<file path="config.mk">
export PLATFORM = sky130hd
export DESIGN_NAME = cram_bank_arbiter
export DESIGN_NICKNAME = d
export VERILOG_FILES = /design/src/rtl/cram_bank_arbiter.sv
export SDC_FILE = /design/constraint.sdc
export NUM_CORES = 1
export LEC_CHECK = 0
export ABC_AREA = 1
export ABC_CLOCK_PERIOD_IN_PS = 2100
export BUFFER_PORTS_ARGS = -buffer_cell sky130_fd_sc_hd__buf_2
export CORE_AREA = 2 2 242 244
export CTS_CLUSTER_DIAMETER = 120
export DETAILED_ROUTE_END_ITERATION = 10
export DIE_AREA = 0 0 244 246
export PLACE_DENSITY = 0.44
export SYNTH_ARGS = -nofsm -noshare
export SYNTH_HDL_FRONTEND = slang
export SYNTH_SLANG_ARGS = --single-unit
</file>
<file path="constraint.sdc">
create_clock -name clk_i -period 2.1 [get_ports clk_i]
set_input_delay 0.21 -clock clk_i [delete_from_list [all_inputs] [get_ports clk_i]]
set_output_delay 0.21 -clock clk_i [all_outputs]
set_load 0.01 [all_outputs]
</file>
<file path="src/rtl/cram_bank_arbiter.sv">
// cram_bank_arbiter: per-bank round-robin arbitration of CPU/DMA-rd/DMA-wr onto four CRAM banks
module cram_bank_arbiter #(
  parameter int BANK_AW = 8
) (
  input  logic                   clk_i,
  input  logic                   rst_i,
  input  logic [2:0]             req_i,
  input  logic [11:0]            wen_i,
  input  logic [95:0]            addr_i,
  input  logic [95:0]            wdata_i,
  output logic [2:0]             gnt_o,
  output logic [2:0]             rvalid_o,
  output logic [95:0]            rdata_o,
  output logic [3:0]             bank_cs_o,
  output logic [15:0]            bank_wen_o,
  output logic [4*BANK_AW-1:0]   bank_addr_o,
  output logic [127:0]           bank_wdata_o,
  input  logic [127:0]           bank_rdata_i
);
  logic [1:0] r_ptr [4];
  logic [2:0] r_pend;
  logic [1:0] r_rd_bank [3];
  logic [1:0] w_bank [3];
  logic [1:0] w_win [4];
  logic [3:0] w_win_vld;
  logic       w_unused;

  // Only the bank/word bits of each address matter; the rest wrap into the 4 KB space.
  assign w_unused = ^addr_i;
  assign rvalid_o = r_pend;

  // Winner search per bank from its pointer, then grant and bank-side field muxing
  always_comb begin
    logic [1:0] k;
    gnt_o        = '0;
    rdata_o      = '0;
    bank_cs_o    = '0;
    bank_wen_o   = '0;
    bank_addr_o  = '0;
    bank_wdata_o = '0;
    w_win_vld    = '0;
    k            = 2'd0;
    for (int p = 0; p < 3; p++) w_bank[p] = addr_i[p*32+BANK_AW+2 +: 2];
    for (int b = 0; b < 4; b++) begin
      w_win[b] = 2'd0;
      k = r_ptr[b];
      for (int o = 0; o < 3; o++) begin
        if (!w_win_vld[b] && req_i[k] && w_bank[k] == 2'(b)) begin
          w_win_vld[b] = 1'b1;
          w_win[b]     = k;
        end
        k = (k == 2'd2) ? 2'd0 : k + 2'd1;
      end
      if (rst_i && w_win_vld[b]) begin
        bank_cs_o[b]                       = 1'b1;
        bank_wen_o[b*4 +: 4]               = wen_i[w_win[b]*4 +: 4];
        bank_addr_o[b*BANK_AW +: BANK_AW]  = addr_i[w_win[b]*32+2 +: BANK_AW];
        bank_wdata_o[b*32 +: 32]           = wdata_i[w_win[b]*32 +: 32];
      end
    end
    for (int p = 0; p < 3; p++) begin
      gnt_o[p] = rst_i && req_i[p] && w_win_vld[w_bank[p]] && (w_win[w_bank[p]] == 2'(p));
      rdata_o[p*32 +: 32] = r_pend[p] ? bank_rdata_i[r_rd_bank[p]*32 +: 32] : 32'd0;
    end
  end

  // Pointer advance past each winner and read-return tracking; reset drops pending reads
  always_ff @(posedge clk_i or negedge rst_i) begin
    if (!rst_i) begin
      for (int b = 0; b < 4; b++) r_ptr[b] <= 2'd0;
      for (int p = 0; p < 3; p++) r_rd_bank[p] <= 2'd0;
      r_pend <= '0;
    end else begin
      for (int b = 0; b < 4; b++)
        if (w_win_vld[b]) r_ptr[b] <= (w_win[b] == 2'd2) ? 2'd0 : w_win[b] + 2'd1;
      for (int p = 0; p < 3; p++) begin
        r_pend[p] <= gnt_o[p] && (wen_i[p*4 +: 4] == 4'd0);
        if (gnt_o[p]) r_rd_bank[p] <= w_bank[p];
      end
    end
  end
endmodule

</file>
### Word level (Yosys, flattened, before mapping)

Cells that the tools add are included.

* bits of input ports: 337
* output and inout bits: 282
* logic and storage cells: 288
* register bits: 17

* equal/unequal tests: 23
* shifts and indexed selects: 15
* add/sub/neg operators: 16
* bitwise logic cells: 15
* muxes and demuxes: 130
* $lt $le $gt $ge: 30
* reduce and logical (&&, ||, !) cells: 51

Operators with widths (number)
* $shiftx A128 B8 Y32: 3
* $shiftx A96 B8 Y32: 4
* $shiftx A96 B9 Y8: 4
* $mux W32: 7
* $mux W2: 54
* $bmux W2 S2: 15
* $shiftx A12 B5 Y4: 4
* $ge A3 B3 Y1 const B: 15
* $lt A2 B3 Y1 const B: 15
* $not A2 Y3: 15
* $eq A2 B2 Y1 const B: 19
* $logic_and A1 B1 Y1: 36
* $add A7 B2 Y8 const B: 4
* $mux W8: 4
* $mux W1: 31
* $bmux W1 S2: 15
* $add A2 B1 Y2 const B: 12
* $mux W4: 4
* $logic_not A4 Y1: 3
* $eq A2 B1 Y1 const B: 4
* $logic_not A1 Y1: 8
* $logic_not A2 Y1: 4

### Depth between registers and ports, before layout

Gate-level depths: netlist (run 1).

* depth in word-level cells: 21
* depth in mapped cells: 15
* depth with buffers taken out: 15

### Worst setup path before layout (run 1)

OpenSTA, ideal clock, no wires.

* kind: flip-flop to output port
* start: reg r_ptr[7] (netlist name)
* end: out bank_wdata_o[22]
* required time: 1.890 ns
* stages on the path, launching flop included: 12
* path buffers: 2
* path slack: 0.126 ns
* arrival: 1.764 ns
* cell sequence: dfrtp_1 clkbuf_2 nor2_1 nand2_1 nand3_2 inv_2 nand3_1 nand3_2 inv_2 clkbuf_1 o21ai_0 a21oi_1

* word-level cells in the longest chain between the ends: 17
* elaborated cells between the ends (all ways): 43
* classes of those cells: add/sub: 2; eq/ne: 2; shift: 1; mux: 24; bitwise: 3; reduce/logical: 11

RTL lines
* from (decl): line 20 `logic [1:0] r_ptr [4];`
* from (signal, indexed assignment): line 75 `if (w_win_vld[b]) r_ptr[b] <= (w_win[b] == 2'd2) ? 2'd0 : w_win[b] + 2'd1;`
* parallel branches: the longest is 16 deep, another holds $add A2 B1 Y2
* $mux W32 (*): line 54 `if (rst_i && w_win_vld[b]) begin`
* to (decl): line 17 `output logic [127:0] bank_wdata_o,`

Every way passes the cells marked *. The select of a mux whose other input is x is not followed.

### Final worst setup path (run 1)

* start: reg r_ptr[4] (netlist name)
* end: out bank_wdata_o[59]

* word-level cells in the longest chain between the ends: 17
* elaborated cells between the ends (all ways): 43
* classes of those cells: add/sub: 2; eq/ne: 5; shift: 1; mux: 24; bitwise: 3; reduce/logical: 8

RTL lines (line)
* parallel branches: the longest is 16 deep, another holds $add A2 B1 Y2
* $mux W32 (*): 54

Marked as above.

==> impl_table.tex, run 1 <==
\begin{tabular}{lr}
\hline
Metric & Value \\
\hline
\multicolumn{2}{l}{\textbf{CTS}} \\
\quad Clock slew seen by the registers of the worst setup and hold paths & 0.06 ns \\
\quad Cell chosen for the clock root & clkbuf\_16 \\
\quad Cts bufs inserted & 3 \\
\quad Buffer levels on the longest clock path & 2 \\
\quad Maximum level of the CTS H-tree & 1 \\
\quad Hold-fix buffers, CTS & 0 \\
\quad CTS tree & done \\
\quad Clock sinks & 17 \\
\quad Worst-Skew Late Latency & 0.25 ns \\
\multicolumn{2}{l}{\textbf{Setup path}} \\
\quad Slack of the worst reg-to-reg path & -0.32 ns \\
\quad Max Fanout on Critical Path & 7 \\
\quad Endpoint class of the critical path & output port \\
\quad Worst path required time & 1.89 ns \\
\quad Worst Reg2Reg Path Length in Cells & 17 \\
\quad Reg2Reg Capture Point & r\_rd\_bank[4] \\
\quad Start-to-end type of the worst setup path & flop to output port \\
\quad Startpoint type of the worst setup path & flop \\
\quad Arrival time of the worst setup path & 2.35 ns \\
\quad Reg2Reg Launch Point & r\_ptr[4] \\
\multicolumn{2}{l}{\textbf{Floorplanning}} \\
\quad Boundary Pins & 619 \\
\quad Row count & 88 \\
\quad Die Span X & 244 um \\
\quad Die ar. & 0.0600 mm2 \\
\quad Vertical die dimension & 246 um \\
\quad Placeable core area & 0.0574 mm2 \\
\quad Initial standard-cell utilization of the core & 14.7\% \\
\multicolumn{2}{l}{\textbf{Placed design}} \\
\quad Total of buffers placed on input and output ports & 552 \\
\quad Dpl cell area & 0.0137 mm2 \\
\quad Half-perimeter wire length after placement & 52.8 mm \\
\quad Instance count after placement with tap cells included & 3,087 \\
\quad Final weighted congestion in routability-driven placement & 0.979 \\
\multicolumn{2}{l}{\textbf{Min path}} \\
\quad Class of the most critical hold timing path & input pin to asynchronous set/reset pin \\
\multicolumn{2}{l}{\textbf{Cells and area}} \\
\quad Final design instance area without fill & 0.0181 mm2 \\
\quad Share of layout cells above drive strength 1 & 54.1\% \\
\quad Area growth from synthesis to layout & 114\% \\
\quad Net count reported at finish & 2,792 \\
\quad Post-layout util & 31.5\% \\
\quad Non-filler cells, final & 3,237 \\
\multicolumn{2}{l}{\textbf{Synthesis}} \\
\quad Synth cell count leaders & o21ai\_0, nand2\_1, a21oi\_1 \\
\quad Cell types occupying the most area after synthesis & o21ai\_0, a21oi\_1, nand2\_1 \\
\quad Number of warnings reported in the yosys synthesis log & 0 \\
\quad Cell with the most instances after synthesis & o21ai\_0 \\
\quad Number of standard cells after synthesis & 1,697 \\
\quad Sequential element share of the synthesized area & 5.03\% \\
\quad Main synth FF type & dfrtp\_1 \\
\quad Share of the synthesized area in the top cell type & 22.8\% \\
\quad Number of distinct library cells after synthesis & 33 \\
\quad Average size of a mapped cell & 4.98 um2 \\
\quad Number of storage elements in the synthesis netlist & 17 \\
\quad Number of synthesized flops with an enable pin & 0 \\
\quad Share of async-settable or async-resettable flops after synthesis & 100\% \\
\quad Post-Syn Area & 0.00845 mm2 \\
\quad Post-synthesis cell type with the largest combined area & o21ai\_0 \\
\quad Net count after synthesis & 2,034 \\
\multicolumn{2}{l}{\textbf{Run status}} \\
\quad Status & finished, violations left \\
\quad Failing checks & setup timing \\
\multicolumn{2}{l}{\textbf{Routing}} \\
\quad Detailed-route wire length & 77.8 mm \\
\quad Remaining antenna violation count after routing & 0 \\
\quad DRC errors left & 0 \\
\quad Average routed wire per standard cell & 24.0 um \\
\quad Length of the first detailed-routing pass in iterations & 5 \\
\quad Vias per inst & 5.08 \\
\quad Number of vias in the routed layout & 16,400 \\
\quad Number of DRC markers after the initial detailed-route iteration & 984 \\
\multicolumn{2}{l}{\textbf{Timing}} \\
\quad Highest Clock Rate & 0.390 GHz \\
\quad Setup TNS & -65.86 ns \\
\quad Number of endpoints failing setup at the final stage & 189 \\
\quad Final slew viol count & 0 \\
\quad Number of endpoints with negative hold slack in the final report & 0 \\
\quad Rel. slew slack & 63.5\% \\
\quad Setup ws final & -0.463 ns \\
\quad Final worst-path cycle share & 122\% \\
\quad Hold slack final & 0.0625 ns \\
\quad Unrepaired setup endpoints after global routing & true \\
\quad Slew @ Worst Pin & 0.546 ns \\
\quad Final worst path period need & 2.56 ns \\
\quad Worst clock skew & 0.00386 ns \\
\multicolumn{2}{l}{\textbf{Global routing}} \\
\quad Global-route wire length before repair & 105 mm \\
\quad Leftover overflow at the end of global routing & 0 \\
\quad Vias in the first global route & 15,300 \\
\quad Number of antenna violations at the first check in global routing & 29 \\
\quad Global-route usage over all layers & 23.3\% \\
\quad Largest net degree at the start of global routing & 45 \\
\multicolumn{2}{l}{\textbf{Power and ir drop}} \\
\quad Worst IR drop on VDD & 0.00126 V \\
\quad Power per standard cell area & 2030 mW/mm2 \\
\quad Pleak & 8.33 nW \\
\multicolumn{2}{l}{\textbf{Run}} \\
\quad Max capacitance violation total & 0 \\
\hline
\end{tabular}
-- critical path, cell delays in order, from the launching register on --
cell and delay, ns:
dfrtp_2 0.42, inv_2 0.08, nor2_4 0.13, nand2_1 0.10, nand2_2 0.11, nor2_4 0.05
a31oi_4 0.22, nand2_4 0.13, inv_4 0.11, buf_12 0.15, buf_8 0.14, o21ai_0 0.11
a21oi_2 0.18, buf_2 0.16
-- flip-flops by register name, summed over array words and instances (netlist names) --
name and cells:
r_ptr 8, rvalid_o 3, r_rd_bank 6
-- layer usage --
| layer | share of wire (%) | wire (um) | GRT usage (%) | vias to the layer above |
|---|---|---|---|---|
| li1 | - | - | - | 7503 |
| met3 | 8.3 | 6440 | 4.30 | 285 |
| met2 | 49 | 38200 | 42.1 | 1046 |
| met4 | 7.7 | 5960 | 14.5 | 6 |
| met1 | 35 | 27200 | 25.0 | 7592 |
| met5 | 0.055 | 43 | 0 | - |
-- power breakdown --
group	total, mW	leakage, nW	internal (mW)	switching, mW
combinational	35.3	8.09	16.2	19.2
clock	0.393	0.0383	0.258	0.135
sequential	1.03	0.198	0.509	0.520
total	36.7	8.33	16.9	19.8
-- what timing repair did --
action | CTS | global route
gates cloned | 25 | 11
endpoints found under the setup margin | 188 | 206
buffers inserted | 71 | 40
gates resized for setup | 496 | 365
pin swaps | 114 | 123
-- logic make-up after synthesis --
kind of cell | synth area share, %
compound gates | 56.3
simple gates | 25.2
buf+inv | 13.5
flops | 5.03
-- per-stage QoR --
step	worst slack (ns)	power (mW)
2_1_floorplan	0.126	12.2
3_3_place_gp	-0.316	23.1
3_5_place_dp	-0.300	23.1
4_1_cts	-0.396	31.9
5_1_grt	-0.587	38.7
6_report	-0.463	36.7
-- final cells by class --
cell class / instances / area, um2
antenna: 18 / 45.0
sequential: 17 / 452
timing repair buffer: 910 / 7350
tap: 765 / 957
inverter: 112 / 480
clock buffer: 4 / 78.8
fill: 6397 / 39300
multi-input combinational: 1411 / 8710
-- how the worst max path moves through the flow --
stage,from,end,slack [ns],cells after the start
2_1_floorplan,r_ptr[7],bank_wdata_o[22],0.13,11
3_3_place_gp,addr_i[42],bank_wen_o[4],-0.32,14
3_5_place_dp,req_i[2],bank_wen_o[4],-0.30,12
4_1_cts,r_ptr[4],bank_wdata_o[44],-0.40,14
5_1_grt,r_ptr[2],bank_wdata_o[70],-0.59,11
6_report,r_ptr[4],bank_wdata_o[59],-0.46,13
-- cell usage in the layout, fill, tap and decap left out, drive strengths merged --
master and instances:
a21oi 327, a31oi 6, buf 897, clkbuf 17, clkinv 1, dfrtp 17, diode 18, inv 111
nand2 383, nand3 45, nand4 13, nor2 75, nor3 2, o2111ai 1, o211ai 96, o21ai 457
o22ai 4, or4 2
(Power assumes the default switching activity.)
==> inputs of run 2 (changes only) <==
--- a/config.mk
+++ b/config.mk
@@ -13,6 +13,7 @@
 export DETAILED_ROUTE_END_ITERATION = 10
 export DIE_AREA = 0 0 244 246
 export PLACE_DENSITY = 0.44
+export REMOVE_ABC_BUFFERS = 1
 export SYNTH_ARGS = -nofsm -noshare
 export SYNTH_HDL_FRONTEND = slang
 export SYNTH_SLANG_ARGS = --single-unit
==> run 2 against run 1 <==
The run still ends with setup timing left. Register-to-register slack better by 0.22 ns. Worst setup slack worse by 0.024 ns. Clock-buffer cell count is 1 lower. Cell area is 2.0% lower. Cell count is 1.5% lower. Clock skew is 0.0012 ns lower. Combinational power is 2% lower.
==> impl_table.tex, run 2 (synthesized netlist as in run 1, its figures left out) <==
\begin{tabular}{lr}
\hline
Metric & Value \\
\hline
\multicolumn{2}{l}{\textbf{Global routing}} \\
\quad Global-route usage over all layers & 21.2\% \\
\quad Number of antenna violations at the first check in global routing & 7 \\
\quad Vias in the first global route & 14,900 \\
\quad Largest net degree at the start of global routing & 58 \\
\quad Global-route wire length before repair & 97.4 mm \\
\quad Leftover overflow at the end of global routing & 0 \\
\multicolumn{2}{l}{\textbf{Floorplanning}} \\
\quad Die Span X & 244 um \\
\quad Placeable core area & 0.0574 mm2 \\
\quad Row count & 88 \\
\quad Boundary Pins & 619 \\
\quad Vertical die dimension & 246 um \\
\quad Die ar. & 0.0600 mm2 \\
\quad Initial standard-cell utilization of the core & 14.7\% \\
\multicolumn{2}{l}{\textbf{Timing}} \\
\quad Setup TNS & -66.65 ns \\
\quad Worst clock skew & 0.00264 ns \\
\quad Slew @ Worst Pin & 0.542 ns \\
\quad Number of endpoints with negative hold slack in the final report & 0 \\
\quad Number of endpoints failing setup at the final stage & 188 \\
\quad Final worst path period need & 2.59 ns \\
\quad Final slew viol count & 0 \\
\quad Setup ws final & -0.486 ns \\
\quad Rel. slew slack & 63.9\% \\
\quad Final worst-path cycle share & 123\% \\
\quad Unrepaired setup endpoints after global routing & true \\
\quad Highest Clock Rate & 0.387 GHz \\
\multicolumn{2}{l}{\textbf{Power and ir drop}} \\
\quad Share of power burned in the clock network & 1.1\% \\
\quad Combinational cell fraction of total power & 95.9\% \\
\quad Switch Pwr & 19.3 mW \\
\quad Worst IR drop on VDD & 0.00100 V \\
\quad Fraction of power spent switching nets & 53.8\% \\
\quad Pleak & 8.06 nW \\
\quad Internal Power & 16.6 mW \\
\quad Power per standard cell area & 2030 mW/mm2 \\
\quad Overall power consumption & 35.9 mW \\
\quad Seq pwr share & 2.9\% \\
\multicolumn{2}{l}{\textbf{Cells and area}} \\
\quad Combined area of the multi-input logic cells & 0.00845 mm2 \\
\quad Share of layout cells above drive strength 1 & 51.5\% \\
\quad Most flop-heavy register & r\_ptr \\
\quad Most frequent standard cell in the layout excluding fill and tap cells & buf\_2 \\
\quad Post-layout util & 30.9\% \\
\quad Non-filler cells, final & 3,187 \\
\quad Register cell area after layout & 449 um2 \\
\quad Area growth from synthesis to layout & 110\% \\
\quad Highest-count cells in the layout ignoring fill and taps & buf\_2, nand2\_1, a21oi\_1, o21ai\_0, buf\_4 \\
\quad Number of flip-flops in the largest register & 8 \\
\quad Net count reported at finish & 2,757 \\
\quad Count of fill cells added during filler insertion & 6,371 \\
\multicolumn{2}{l}{\textbf{CTS}} \\
\quad Cell chosen for the clock root & clkbuf\_16 \\
\quad Worst-Skew Late Latency & 0.26 ns \\
\quad CTS tree & done \\
\quad Cts bufs inserted & 3 \\
\quad Maximum level of the CTS H-tree & 1 \\
\quad Clock slew seen by the registers of the worst setup and hold paths & 0.06 ns \\
\quad Buffer levels on the longest clock path & 2 \\
\quad Clock sinks & 17 \\
\quad Hold-fix buffers, CTS & 0 \\
\multicolumn{2}{l}{\textbf{Run}} \\
\quad Max capacitance violation total & 0 \\
\multicolumn{2}{l}{\textbf{Setup path}} \\
\quad Slowest stage cell, crit path & dfrtp\_2 \\
\quad Startpoint type of the worst setup path & flop \\
\quad Start-to-end type of the worst setup path & flop to output port \\
\quad Max stage delay on crit path & 0.44 ns \\
\quad Most Frequent Cell on Critical Path & buf\_4 \\
\quad Arrival time of the worst setup path & 2.38 ns \\
\quad Worst path required time & 1.89 ns \\
\quad Max Fanout on Critical Path & 22 \\
\quad Endpoint class of the critical path & output port \\
\quad Top delay family on crit path & buffers and inverters \\
\quad Sum of buffers and inverters on the critical path & 5 \\
\quad Critical path cell sequence & buf\_6 > nand2\_2 > nor2\_4 > a21oi\_4 > buf\_4 > a31oi\_4 > buf\_12 > buf\_4 > o21ai\_2 > a21oi\_1 > buf\_2 \\
\multicolumn{2}{l}{\textbf{Routing}} \\
\quad Remaining antenna violation count after routing & 0 \\
\quad Vias per inst & 5.04 \\
\quad Routed length on met2 & 37.4 mm \\
\quad Highest routed metal layer & met5 \\
\quad Length of the first detailed-routing pass in iterations & 5 \\
\quad Post-Route M1 WL & 27.6 mm \\
\quad Number of vias in the routed layout & 16,100 \\
\quad Routed length on met3 & 5.47 mm \\
\quad Detailed-route wire length & 74.7 mm \\
\quad Number of DRC markers after the initial detailed-route iteration & 1,005 \\
\quad DRC errors left & 0 \\
\quad Average routed wire per standard cell & 23.4 um \\
\multicolumn{2}{l}{\textbf{Placed design}} \\
\quad Instance count after placement with tap cells included & 3,065 \\
\quad Half-perimeter wire length after placement & 51.0 mm \\
\quad Total of buffers placed on input and output ports & 552 \\
\quad Final weighted congestion in routability-driven placement & 0.911 \\
\multicolumn{2}{l}{\textbf{Run status}} \\
\quad Failing checks & setup timing \\
\quad Status & finished, violations left \\
\multicolumn{2}{l}{\textbf{Min path}} \\
\quad Class of the most critical hold timing path & input pin to asynchronous set/reset pin \\
\hline
\end{tabular}
## run 2: cell types whose count changed in the layout (fill, tap and decap cells not counted), sizes merged
cell      change
nand3         +1
clkbuf        +2
bufbuf        +2
inv           -1
diode        -15
clkinvlp      +1
buf          -42
clkinv        +2
## run 2: final cells by class
cell class	count	share of cell area [%]
inverters	112	2.78
multi-input cells	1412	47.7
repair buffers	873	41.0
diodes	3	0.0424
flip-flops and latches	17	2.54
well taps	765	5.41
clock inverters	1	0.0283
clock buffers	3	0.424
repair inverters	1	0.0495
## run 2: what timing repair did
| item | CTS | global route |
|---|---|---|
| setup buffers | 58 | 27 |
| resized for setup | 377 | 383 |
| cloned | 17 | 21 |
| pin swaps | 96 | 116 |
| endpoints found under the setup margin | 188 | 207 |
## run 2: power by group through the flow
stage | clock [mW] | sequential, mW | combinational, mW
after floorplan | 0 | 1.53 | 9.51
after global placement | 0 | 1.01 | 22.7
after detailed placement | 0 | 1.01 | 22.7
after CTS | 0.413 | 1.04 | 29.0
after global routing | 0.425 | 1.11 | 36.3
final | 0.401 | 1.06 | 34.5
## run 2: metrics by stage
stage          cell area [um2]  setup slack, ns  hold slack (ns)
3_3_place_gp             13800           -0.309            0.340
4_1_cts                  15900           -0.396           0.0585
2_1_floorplan             7730           -0.809          -0.0856
5_1_grt                  17700           -0.582           0.0853
6_report                 17700           -0.486           0.0645
3_5_place_dp             13800           -0.278            0.333
## run 2: path summary, 6_finish.rpt
check	startpoint	to	slack (ns)	depth (start not counted)
hold / removal	rst_i	r_ptr[2]	0.06	2
setup / recovery	r_ptr[5]	bank_addr_o[14]	-0.49	11
min in group clk_i	wen_i[11]	rvalid_o[2]	0.27	2
hold reg to reg	r_rd_bank[5]	r_rd_bank[5]	0.73	2
setup reg to reg	r_ptr[2]	r_rd_bank[2]	-0.10	15
max in group asynchronous	rst_i	r_rd_bank[0]	1.76	2
## run 2: layer usage
metal  global-route usage (%)  vias to the layer above
li1                         -                     7434
met1                     23.9                     7439
met2                     40.4                      977
met3                     3.15                      206
met4                     7.08                        2
met5                        0                        -
==> inputs of run 3 (changes only) <==
--- a/config.mk
+++ b/config.mk
@@ -6,13 +6,13 @@
 export NUM_CORES = 1
 export LEC_CHECK = 0
 export ABC_AREA = 1
-export ABC_CLOCK_PERIOD_IN_PS = 2100
+export ABC_CLOCK_PERIOD_IN_PS = 2200
 export BUFFER_PORTS_ARGS = -buffer_cell sky130_fd_sc_hd__buf_2
-export CORE_AREA = 2 2 242 244
+export CORE_AREA = 2 2 240 242
 export CTS_CLUSTER_DIAMETER = 120
 export DETAILED_ROUTE_END_ITERATION = 10
-export DIE_AREA = 0 0 244 246
-export PLACE_DENSITY = 0.44
+export DIE_AREA = 0 0 242 244
+export PLACE_DENSITY = 0.46
 export REMOVE_ABC_BUFFERS = 1
 export SYNTH_ARGS = -nofsm -noshare
 export SYNTH_HDL_FRONTEND = slang
==> constraint.sdc (replaced) <==
create_clock -name clk_i -period 2.2 [get_ports clk_i]
set_input_delay 0.22 -clock clk_i [delete_from_list [all_inputs] [get_ports clk_i]]
set_output_delay 0.22 -clock clk_i [all_outputs]
set_load 0.01 [all_outputs]
==> run 3 against run 2 <==
The flow still finishes with violations (setup timing). Wire length rose by 5.4%. Sequential share of layout area fell by 0.16 points. Cell area rose by 7.2%. Flip-flop and latch count did not move. Hold slack got worse by 0.032 ns. Sequential power fell by 6%.
==> impl_table.tex, run 3 (synthesized netlist as in run 1, its figures left out) <==
\begin{tabular}{lr}
\hline
Metric & Value \\
\hline
\multicolumn{2}{l}{\textbf{Run status}} \\
\quad Status & finished, violations left \\
\quad Failing checks & setup timing \\
\multicolumn{2}{l}{\textbf{Timing}} \\
\quad Rel. slew slack & 69.8\% \\
\quad Final worst-path cycle share & 117\% \\
\quad Final worst path period need & 2.56 ns \\
\quad Number of endpoints failing setup at the final stage & 183 \\
\quad Final slew viol count & 0 \\
\quad Setup ws final & -0.364 ns \\
\quad Unrepaired setup endpoints after global routing & true \\
\quad Number of endpoints with negative hold slack in the final report & 0 \\
\quad Worst clock skew & 0.00125 ns \\
\quad Slew @ Worst Pin & 0.452 ns \\
\quad Highest Clock Rate & 0.390 GHz \\
\multicolumn{2}{l}{\textbf{Setup path}} \\
\quad Reg2Reg Launch Point & r\_ptr[4] \\
\quad Max Fanout on Critical Path & 5 \\
\quad Worst Reg2Reg Path Length in Cells & 15 \\
\quad Worst path required time & 1.98 ns \\
\quad Slack of the worst reg-to-reg path & -0.01 ns \\
\quad Critical path cell sequence & inv\_2 > buf\_6 > nand2\_4 > nor2\_4 > a21oi\_4 > buf\_6 > a31oi\_4 > buf\_12 > buf\_12 > clkbuf\_16 > o21ai\_4 > a21oi\_2 > buf\_2 \\
\quad Arrival time of the worst setup path & 2.34 ns \\
\quad Endpoint class of the critical path & output port \\
\quad Slowest stage cell, crit path & dfrtp\_2 \\
\quad Max stage delay on crit path & 0.45 ns \\
\quad Startpoint type of the worst setup path & flop \\
\quad Start-to-end type of the worst setup path & flop to output port \\
\quad Reg2Reg Capture Point & r\_rd\_bank[1] \\
\multicolumn{2}{l}{\textbf{CTS}} \\
\quad Cts bufs inserted & 3 \\
\quad Worst-Skew Late Latency & 0.25 ns \\
\quad Maximum level of the CTS H-tree & 1 \\
\quad Buffer levels on the longest clock path & 2 \\
\quad Clock slew seen by the registers of the worst setup and hold paths & 0.06 ns \\
\quad Hold-fix buffers, CTS & 0 \\
\quad Clock sinks & 17 \\
\quad Cell chosen for the clock root & clkbuf\_16 \\
\quad CTS tree & done \\
\multicolumn{2}{l}{\textbf{Global routing}} \\
\quad Number of antenna violations at the first check in global routing & 19 \\
\quad Vias in the first global route & 15,300 \\
\quad Global-route usage over all layers & 22.8\% \\
\quad Leftover overflow at the end of global routing & 0 \\
\quad Largest net degree at the start of global routing & 65 \\
\quad Global-route wire length before repair & 103 mm \\
\multicolumn{2}{l}{\textbf{Cells and area}} \\
\quad Count of fill cells added during filler insertion & 6,085 \\
\quad Most frequent standard cell in the layout excluding fill and tap cells & buf\_2 \\
\quad Non-filler cells, final & 3,186 \\
\quad Area growth from synthesis to layout & 125\% \\
\quad Highest-count cells in the layout ignoring fill and taps & buf\_2, nand2\_1, a21oi\_1, o21ai\_2, o21ai\_0 \\
\quad Share of layout cells above drive strength 1 & 58.3\% \\
\quad Number of flip-flops in the largest register & 8 \\
\quad Final design instance area without fill & 0.0190 mm2 \\
\quad Net count reported at finish & 2,755 \\
\quad Most flop-heavy register & r\_ptr \\
\multicolumn{2}{l}{\textbf{Min path}} \\
\quad Class of the most critical hold timing path & input pin to asynchronous set/reset pin \\
\multicolumn{2}{l}{\textbf{Floorplanning}} \\
\quad Boundary Pins & 619 \\
\quad Placeable core area & 0.0562 mm2 \\
\quad Die ar. & 0.0590 mm2 \\
\quad Die Span X & 242 um \\
\quad Initial standard-cell utilization of the core & 15.0\% \\
\quad Row count & 87 \\
\quad Vertical die dimension & 244 um \\
\multicolumn{2}{l}{\textbf{Placed design}} \\
\quad Instance count after placement with tap cells included & 3,030 \\
\quad Worst slack at placement & -0.153 ns \\
\quad Total of buffers placed on input and output ports & 552 \\
\quad Half-perimeter wire length after placement & 50.2 mm \\
\quad Dpl cell area & 0.0134 mm2 \\
\quad Final weighted congestion in routability-driven placement & 0.922 \\
\multicolumn{2}{l}{\textbf{Routing}} \\
\quad Vias per inst & 5.17 \\
\quad Average routed wire per standard cell & 24.7 um \\
\quad Detailed-route wire length & 78.7 mm \\
\quad Number of vias in the routed layout & 16,500 \\
\quad Number of DRC markers after the initial detailed-route iteration & 1,016 \\
\quad Remaining antenna violation count after routing & 0 \\
\quad DRC errors left & 0 \\
\quad Length of the first detailed-routing pass in iterations & 5 \\
\multicolumn{2}{l}{\textbf{Power and ir drop}} \\
\quad Power per standard cell area & 1990 mW/mm2 \\
\quad Overall power consumption & 37.7 mW \\
\quad Pleak & 8.50 nW \\
\quad Worst IR drop on VDD & 0.00117 V \\
\multicolumn{2}{l}{\textbf{Run}} \\
\quad Max capacitance violation total & 0 \\
\hline
\end{tabular}
-- run 3: changes by cell type in the layout (fill, tap and decap cells not counted), sizes merged --
| cell | before | now |
|---|---|---|
| clkinvlp | 1 | 0 |
| bufbuf | 2 | 0 |
| diode | 3 | 13 |
| clkinv | 3 | 5 |
| clkbuf | 19 | 27 |
| nand2 | 383 | 384 |
| inv | 110 | 108 |
| buf | 855 | 847 |
-- run 3: per-layer routing --
metal | wire [um] | GRT usage (%) | vias to the layer above
met5 | 13 | 0 | -
met2 | 37700 | 40.5 | 1042
li1 | - | - | 7451
met4 | 6300 | 11.9 | 2
met3 | 6650 | 4.38 | 292
met1 | 28100 | 26.0 | 7700
-- run 3: power by group --
group	total [mW]	leakage [nW]	switching (mW)	internal, mW
clock network	0.384	0.0410	0.140	0.244
registers	1.00	0.197	0.519	0.483
logic	36.4	8.26	19.9	16.4
total	37.7	8.50	20.6	17.1
-- run 3: worst max-delay path by stage --
stage / start / end / slack (ns) / depth (start not counted)
after detailed placement: addr_i[42] / bank_wdata_o[3] / -0.15 / 15
after floorplan: r_ptr[7] / bank_addr_o[0] / -0.72 / 11
after global routing: r_ptr[2] / bank_wdata_o[73] / -0.44 / 15
after global placement: addr_i[42] / bank_wdata_o[3] / -0.20 / 15
after CTS: r_ptr[2] / bank_wen_o[9] / -0.32 / 13
final: r_ptr[2] / bank_wdata_o[79] / -0.36 / 13
-- run 3: area by class of cell --
type / instances / area (um2) / share of cell area (%)
diodes: 13 / 32.5 / 0.171
clock buffers: 3 / 75.1 / 0.395
clock inverters: 1 / 5.00 / 0.0264
inverters: 112 / 518 / 2.73
multi-input cells: 1413 / 9410 / 49.6
flip-flops and latches: 17 / 450 / 2.37
well taps: 756 / 946 / 4.98
repair buffers: 871 / 7550 / 39.8
-- run 3: worst max-delay path: cells and delay by family, from the launching register on --
| family | cells | cell delay, ns |
|---|---|---|
| flip-flops | 1 | 0.45 |
| AND/OR/NAND/NOR | 2 | 0.19 |
| buffers and inverters | 7 | 0.97 |
| AO/OA/AOI/OAI | 4 | 0.45 |
-- run 3: timing repair --
item,CTS,global route
gates cloned,33,31
endpoints found under the setup margin,181,190
setup buffers,54,44
resized for setup,442,684
pin swaps,61,164
-- run 3: per-stage QoR --
stage | hold WS, ns | TNS, ns | util [%]
5_1_grt | 0.0594 | -62.48 | 33.8
3_5_place_dp | 0.275 | -5.13 | 23.9
3_3_place_gp | 0.275 | -5.69 | 23.9
2_1_floorplan | -0.0756 | -155.29 | -
6_report | 0.0326 | -47.27 | 33.8
4_1_cts | 0.00626 | -39.72 | 28.7
